[config.mk]
export PLATFORM = sky130hd
export DESIGN_NAME = mem_access_unit
export DESIGN_NICKNAME = d
export VERILOG_FILES = /design/src/rtl/mem_access_pkg.sv /design/src/rtl/mem_lane_align.sv /design/src/rtl/mem_access_unit.sv
export SDC_FILE = /design/constraint.sdc
export NUM_CORES = 1
export LEC_CHECK = 0
export CORE_MARGIN = 1.5
export CORE_UTILIZATION = 53
export CTS_CLUSTER_DIAMETER = 40
export DETAILED_ROUTE_END_ITERATION = 10
export GPL_ROUTABILITY_DRIVEN = 0
export PLACE_DENSITY = 0.95
export SLEW_MARGIN = 15
export SYNTH_ARGS = -nofsm -noshare
export SYNTH_HDL_FRONTEND = slang
export SYNTH_HIERARCHICAL = 1
export SYNTH_SLANG_ARGS = --single-unit
[constraint.sdc]
create_clock -name clk -period 8.3 [get_ports clk]
set_clock_uncertainty 0.1 [all_clocks]
set_input_delay 2.075 -clock clk [delete_from_list [all_inputs] [get_ports clk]]
set_output_delay 2.075 -clock clk [all_outputs]
set_load 0.01 [all_outputs]
[src/rtl/mem_access_pkg.sv]
// Shared definitions for the data-memory access stage.
//   mem_size_e : encoding of the memSize request field
//   exc_code_e : encoding of the excCode response field
//   state_e    : access sequencer states
//   is_misaligned() : natural-alignment test for a request size and byte offset
package mem_access_pkg;

    localparam int LANE_W = 8;

    typedef enum logic [1:0] {
        SIZE_WORD = 2'b00,
        SIZE_HALF = 2'b01,
        SIZE_BYTE = 2'b10,
        SIZE_RSVD = 2'b11
    } mem_size_e;

    typedef enum logic [1:0] {
        EXC_OK     = 2'b00,
        EXC_ADEL   = 2'b01,
        EXC_ADES   = 2'b10,
        EXC_BADCMD = 2'b11
    } exc_code_e;

    typedef enum logic [2:0] {
        ST_IDLE,
        ST_READ,
        ST_MERGE,
        ST_WRITE,
        ST_DATA,
        ST_ERR
    } state_e;

    // Halves must sit on even bytes, words on byte 0; bytes are always aligned.
    function automatic logic is_misaligned(input logic [1:0] size, input logic [1:0] addr_low);
        logic mis;
        mis = 1'b0;
        case (size)
            SIZE_HALF: mis = addr_low[0];
            SIZE_WORD: mis = (addr_low != 2'b00);
            default:   mis = 1'b0;
        endcase
        return mis;
    endfunction

endpackage

[src/rtl/mem_lane_align.sv]
// Combinational lane handling for the memory access stage.
//   word_in    : RAM word (read data)
//   addr_low   : byte offset within the word
//   mem_size   : access size (word/half/byte)
//   sign_ext   : 1 = sign-extend sub-word loads, 0 = zero-extend
//   store_data : store data, sub-word values right-justified
//   load_data  : addressed lane of word_in, extended to full width
//   merge_data : word_in with the addressed lane(s) replaced by store_data
module mem_lane_align
    import mem_access_pkg::*;
#(
    parameter int DATA_W = 32
) (
    input  logic [DATA_W-1:0] word_in,
    input  logic [1:0]        addr_low,
    input  logic [1:0]        mem_size,
    input  logic              sign_ext,
    input  logic [DATA_W-1:0] store_data,
    output logic [DATA_W-1:0] load_data,
    output logic [DATA_W-1:0] merge_data
);

    logic [4:0]          byte_off;
    logic [4:0]          half_off;
    logic [LANE_W-1:0]   byte_lane;
    logic [2*LANE_W-1:0] half_lane;

    always_comb begin
        // Little-endian: byte n occupies bits [8n+7:8n]; half lane picked by addr_low[1].
        byte_off   = {addr_low, 3'b000};
        half_off   = {addr_low[1], 4'b0000};
        byte_lane  = word_in[byte_off +: LANE_W];
        half_lane  = word_in[half_off +: 2*LANE_W];
        load_data  = word_in;
        merge_data = store_data;
        case (mem_size)
            SIZE_BYTE: begin
                load_data  = {{(DATA_W-LANE_W){sign_ext & byte_lane[LANE_W-1]}}, byte_lane};
                merge_data = word_in;
                merge_data[byte_off +: LANE_W] = store_data[LANE_W-1:0];
            end
            SIZE_HALF: begin
                load_data  = {{(DATA_W-2*LANE_W){sign_ext & half_lane[2*LANE_W-1]}}, half_lane};
                merge_data = word_in;
                merge_data[half_off +: 2*LANE_W] = store_data[2*LANE_W-1:0];
            end
            default: ;
        endcase
    end

endmodule

[src/rtl/mem_access_unit.sv]
// Data-memory access stage: sequences load/store requests onto a synchronous-read,
// word-write RAM. Sub-word stores are read-modify-write; loads are lane-extracted and
// extended. Address and command errors are reported without touching the RAM.
//   clk, rst                  : clock, synchronous active-high reset
//   reqValid/reqReady         : request handshake (one request in flight at a time)
//   memRead, memWrite         : load / store command
//   memSize, bitXtend         : access size, sign-extend select for sub-word loads
//   addrLow, physicalAddr     : byte offset, RAM word address
//   invAddr                   : decoder flagged an unmapped address
//   wdata                     : store data (sub-word right-justified)
//   rdata, respValid, excCode : response; rdata/excCode hold until the next response
//   ramAddr, ramWe, ramWdata  : RAM drive
//   ramRdata                  : RAM read data, one cycle after ramAddr
module mem_access_unit
    import mem_access_pkg::*;
#(
    parameter int ADDR_W = 11,
    parameter int DATA_W = 32
) (
    input  logic              clk,
    input  logic              rst,
    input  logic              reqValid,
    output logic              reqReady,
    input  logic              memRead,
    input  logic              memWrite,
    input  logic [1:0]        memSize,
    input  logic              bitXtend,
    input  logic [1:0]        addrLow,
    input  logic [ADDR_W-1:0] physicalAddr,
    input  logic              invAddr,
    input  logic [DATA_W-1:0] wdata,
    output logic [DATA_W-1:0] rdata,
    output logic              respValid,
    output logic [1:0]        excCode,
    output logic [ADDR_W-1:0] ramAddr,
    output logic              ramWe,
    output logic [DATA_W-1:0] ramWdata,
    input  logic [DATA_W-1:0] ramRdata
);

    state_e            state_q, state_d;
    logic [ADDR_W-1:0] addr_q, addr_d;
    logic [DATA_W-1:0] wdata_q, wdata_d;
    logic [1:0]        size_q, size_d;
    logic [1:0]        addr_low_q, addr_low_d;
    logic              xtend_q, xtend_d;
    logic              is_load_q, is_load_d;
    logic [1:0]        exc_pend_q, exc_pend_d;
    logic [1:0]        exc_hold_q, exc_hold_d;
    logic [DATA_W-1:0] rdata_hold_q, rdata_hold_d;

    logic              accept;
    logic              bad_cmd;
    logic              addr_err;
    logic [DATA_W-1:0] load_data;
    logic [DATA_W-1:0] merge_data;
    logic [DATA_W-1:0] rdata_now;
    logic [1:0]        exc_now;

    mem_lane_align #(
        .DATA_W (DATA_W)
    ) u_lane_align (
        .word_in    (ramRdata),
        .addr_low   (addr_low_q),
        .mem_size   (size_q),
        .sign_ext   (xtend_q),
        .store_data (wdata_q),
        .load_data  (load_data),
        .merge_data (merge_data)
    );

    always_comb begin
        accept   = reqValid & (state_q == ST_IDLE) & (memRead | memWrite);
        bad_cmd  = (memRead & memWrite) | (memSize == SIZE_RSVD);
        addr_err = invAddr | is_misaligned(memSize, addrLow);
    end

    // FSM state register
    always_ff @(posedge clk) begin
        if (rst) begin
            state_q <= ST_IDLE;
        end else begin
            state_q <= state_d;
        end
    end

    // FSM next state; full-word stores skip the read, sub-word stores read first to merge
    always_comb begin
        state_d = state_q;
        unique case (state_q)
            ST_IDLE: begin
                if (accept) begin
                    if (bad_cmd | addr_err) begin
                        state_d = ST_ERR;
                    end else if (memWrite && (memSize == SIZE_WORD)) begin
                        state_d = ST_WRITE;
                    end else begin
                        state_d = ST_READ;
                    end
                end
            end
            ST_READ: state_d = is_load_q ? ST_DATA : ST_MERGE;
            default: state_d = ST_IDLE;
        endcase
    end

    // FSM outputs; rdata/excCode show the live response while respValid, else the held one
    always_comb begin
        reqReady  = (state_q == ST_IDLE);
        respValid = (state_q == ST_DATA) | (state_q == ST_WRITE) |
                    (state_q == ST_MERGE) | (state_q == ST_ERR);
        ramWe     = (state_q == ST_WRITE) | (state_q == ST_MERGE);
        ramAddr   = addr_q;
        ramWdata  = '0;
        if (state_q == ST_WRITE) begin
            ramWdata = wdata_q;
        end else if (state_q == ST_MERGE) begin
            ramWdata = merge_data;
        end
        rdata_now = (state_q == ST_DATA) ? load_data : '0;
        exc_now   = (state_q == ST_ERR) ? exc_pend_q : EXC_OK;
        rdata     = respValid ? rdata_now : rdata_hold_q;
        excCode   = respValid ? exc_now : exc_hold_q;
    end

    // Request latch and response hold registers
    always_comb begin
        addr_d       = addr_q;
        wdata_d      = wdata_q;
        size_d       = size_q;
        addr_low_d   = addr_low_q;
        xtend_d      = xtend_q;
        is_load_d    = is_load_q;
        exc_pend_d   = exc_pend_q;
        if (accept) begin
            addr_d     = physicalAddr;
            wdata_d    = wdata;
            size_d     = memSize;
            addr_low_d = addrLow;
            xtend_d    = bitXtend;
            is_load_d  = memRead;
            if (bad_cmd) begin
                exc_pend_d = EXC_BADCMD;
            end else if (addr_err) begin
                exc_pend_d = memRead ? EXC_ADEL : EXC_ADES;
            end else begin
                exc_pend_d = EXC_OK;
            end
        end
        rdata_hold_d = respValid ? rdata_now : rdata_hold_q;
        exc_hold_d   = respValid ? exc_now : exc_hold_q;
    end

    always_ff @(posedge clk) begin
        if (rst) begin
            addr_q       <= '0;
            wdata_q      <= '0;
            size_q       <= '0;
            addr_low_q   <= '0;
            xtend_q      <= 1'b0;
            is_load_q    <= 1'b0;
            exc_pend_q   <= '0;
            exc_hold_q   <= '0;
            rdata_hold_q <= '0;
        end else begin
            addr_q       <= addr_d;
            wdata_q      <= wdata_d;
            size_q       <= size_d;
            addr_low_q   <= addr_low_d;
            xtend_q      <= xtend_d;
            is_load_q    <= is_load_d;
            exc_pend_q   <= exc_pend_d;
            exc_hold_q   <= exc_hold_d;
            rdata_hold_q <= rdata_hold_d;
        end
    end

endmodule

==> impl_metrics.yaml <==
outcome:
  status: "finished, final reports clean"
yosys:
  synth_flop_cell: "dfxtp_1"
  synth-async-reset-ratio: 0
  synthesis.nets: 812
  synth-seq-cells: 88
  ys_types: 59
  synth-warning-count: 6
  synth-edff-count: 0
  seq_area_frac_synth: 0.301
  syn_inst: 719
  netlist_area_um2: 5850
  syn_area_per_cell_um2: 8.14
sta:
  tns_ns: 0
  fmax_mhz: 146
  fin_hold_ws_ns: 0.359
  setup_viol: 0
  maxSlewViolCount: 0
  layout_min_cycle_time_ns: 6.83
  rsz0062_at_grt: "no"
  final.period_utilization: 0.822
  worst_pin_slew_ns: 1.16
  slew_headroom: 0.229
  hold_viol: 0
cells_and_area:
  final_common_cell: "clkdlybuf4s50_1"
  areaGrowthSynthToFinish_pct: 29.8
  drive_above_1_share: 0.0617
  num_antenna_cells: 0
  nets: 931
  final_cell_mix: "164 x clkdlybuf4s50_1, 117 x nand2_1, 87 x dfxtp_1"
  finalCoreUtilization: 0.704
  final_cell_area_um2: 7590
placed_design:
  io_buffers: 165
  dpl.hpwl_um: 13100
  place_area_um2: 7390
critical_path:
  r2r_slack_ns: 5.43
  cp-start-kind: "input port"
  r2r_end: "rdata_hold_q[30]$_SDFF_PP0_"
  crit_path_end_kind: "output pin"
  startpoint: "ramRdata[15]"
  critPathRequiredTime_ns: 6.12
  path_max_fanout: 16
  r2r_start: "addr_low_q[0]$_SDFFE_PP0P_"
  crit_arrival_ns: 4.65
  r2r_cells: 7
  critPathKind: "in -> out"
die:
  design.die.area_um2: 11700
  rows: 38
  core_um2: 10800
  die_w_um: 108
  initial_core_util: 0.542
  ios: 166
  die_h_um: 108
clocking:
  post_cts_buffers: 0
  cts_hold_buf: 0
  cts_made_buffers: 9
  clock-root-buffer: "clkbuf_8"
  cts_resized: 0
  clk_path_buf_depth: 2
  cts_tree: "yes"
  h-tree-depth: 3
  path_clk_slew_ns: 0.10
  clock_latency_ns: 0.38
  clock-sinks: 88
grt:
  gr-total-overflow: 0
  use_met2: 0.524
  grt_pass1_vias: 5706
  grt_pass1_wl_um: 29600
  grt_max_degree: 91
  antenna_found_initial: 0
  busiest_layer: "met2"
  gr-usage-met3: 0.0778
  grt.total_usage: 0.325
  met1_usage: 0.408
power_and_ir_drop:
  p_leak_uw: 0.00281
  p_total_uw: 1100
  power.density_nw_per_um2: 145
  irDropWorstVdd_mv: 0.115
worst_hold_path:
  hp-class: "reg -> reg"
  hp-start: "ramAddr[1]$_SDFFE_PP0P_"
  hold_depth: 2
  holdPathEnd: "ramAddr[1]$_SDFFE_PP0P_"
run:
  drv_cap: 0
route:
  routedWlPerCell_um: 19.5
  viasPerCell: 6.25
  ant_nets: 0
  route.detailed.drc: 0
  drt_iter0_drc: 795
  totalWireLength_um: 19200
  vias: 6144
  first_pass_iters: 7
[worst max-delay path by stage]
stage                           end  slack, ns  cells past startpoint
after floorplan           rdata[19]       2.69                      7
after global placement    rdata[28]       1.63                      8
after detailed placement  rdata[30]       1.54                      8
after CTS                 rdata[30]       1.53                      8
after global routing      rdata[28]       1.40                      8
final                     rdata[30]       1.47                      8
[cell type report]
cell class                      count  area (um2)
Clock buffer                        9         124
Tap cell                          140         175
Clock inverter                      7        78.8
Fill cell                         840        3200
Timing Repair Buffer              174        1710
Multi-Input combinational cell    545        3660
Inverter                           20        75.1
Sequential cell                    88        1760
[per-layer routing]
metal,part of all wire,vias to the layer above
met5,0,-
met2,0.47,374
li1,-,2843
met3,0.10,57
met1,0.39,2870
met4,0.034,0
[cell usage after synthesis, types with 2 or more instances]
library cell / instances / area share
a22o_1: 79 / 0.12
a221o_1: 7 / 0.012
a31oi_1: 2 / 0.0021
buf_2: 28 / 0.024
buf_6: 5 / 0.0096
a22oi_1: 19 / 0.024
a21o_1: 11 / 0.014
clkbuf_1: 22 / 0.014
inv_1: 19 / 0.012
a21oi_1: 59 / 0.050
nand2b_1: 7 / 0.0075
o2bb2ai_1: 6 / 0.0090
a222oi_1: 8 / 0.014
mux2i_1: 48 / 0.082
or2b_1: 2 / 0.0026
dfxtp_1: 88 / 0.30
o21ai_0: 16 / 0.014
a21o_2: 6 / 0.0090
nor2_1: 42 / 0.027
nand2_1: 117 / 0.075
o221ai_1: 8 / 0.012
and3_1: 3 / 0.0032
buf_4: 5 / 0.0064
nor2b_1: 48 / 0.051
buf_1: 4 / 0.0026
and2_1: 2 / 0.0021
mux2_2: 9 / 0.017
a211oi_1: 6 / 0.0077
nor3_1: 7 / 0.0060
ha_1: 7 / 0.015
[state kept, by name (all words and copies together) (netlist names), 2 cells and up]
signal and cells:
addr_low_q 2, exc_hold_q 2, exc_pend_q 2, ramAddr 11, rdata_hold_q 32, size_q 2
state_q 3, wdata_q 32
[stage by stage]
step | setup slack [ns] | std cells
after floorplan | 2.69 | 719
after global placement | 1.63 | 967
after detailed placement | 1.54 | 967
after CTS | 1.53 | 983
after global routing | 1.40 | 983
final | 1.47 | 983
[worst max-delay path: stages]
cell	delay [ns]
clkdlybuf4s50_1	0.56
mux2i_1	0.17
o32ai_4	0.52
o21bai_4	0.34
a21o_2	0.16
a22o_1	0.14
a22o_1	0.15
clkdlybuf4s50_1	0.53
[power by group]
| group | switching (uW) | internal [uW] | leakage (uW) |
|---|---|---|---|
| combinational | 155 | 158 | 0.00200 |
| sequential | 31.8 | 446 | 0.000718 |
| clock | 172 | 142 | 0.0000977 |
| total | 358 | 746 | 0.00281 |
[logic make-up after synthesis]
| kind of cell | count (synthesis) | synth area share |
|---|---|---|
| AOI/OAI and AO/OA | 239 | 0.313 |
| xor gates and xnor gates | 1 | 0.00150 |
| adders and majority gates | 7 | 0.0150 |
| buffers and inverters | 86 | 0.0729 |
| DFF | 88 | 0.301 |
| muxes | 58 | 0.103 |
| and+or+nand+nor | 240 | 0.193 |
Note: power is estimated with default switching activity, not from simulation.
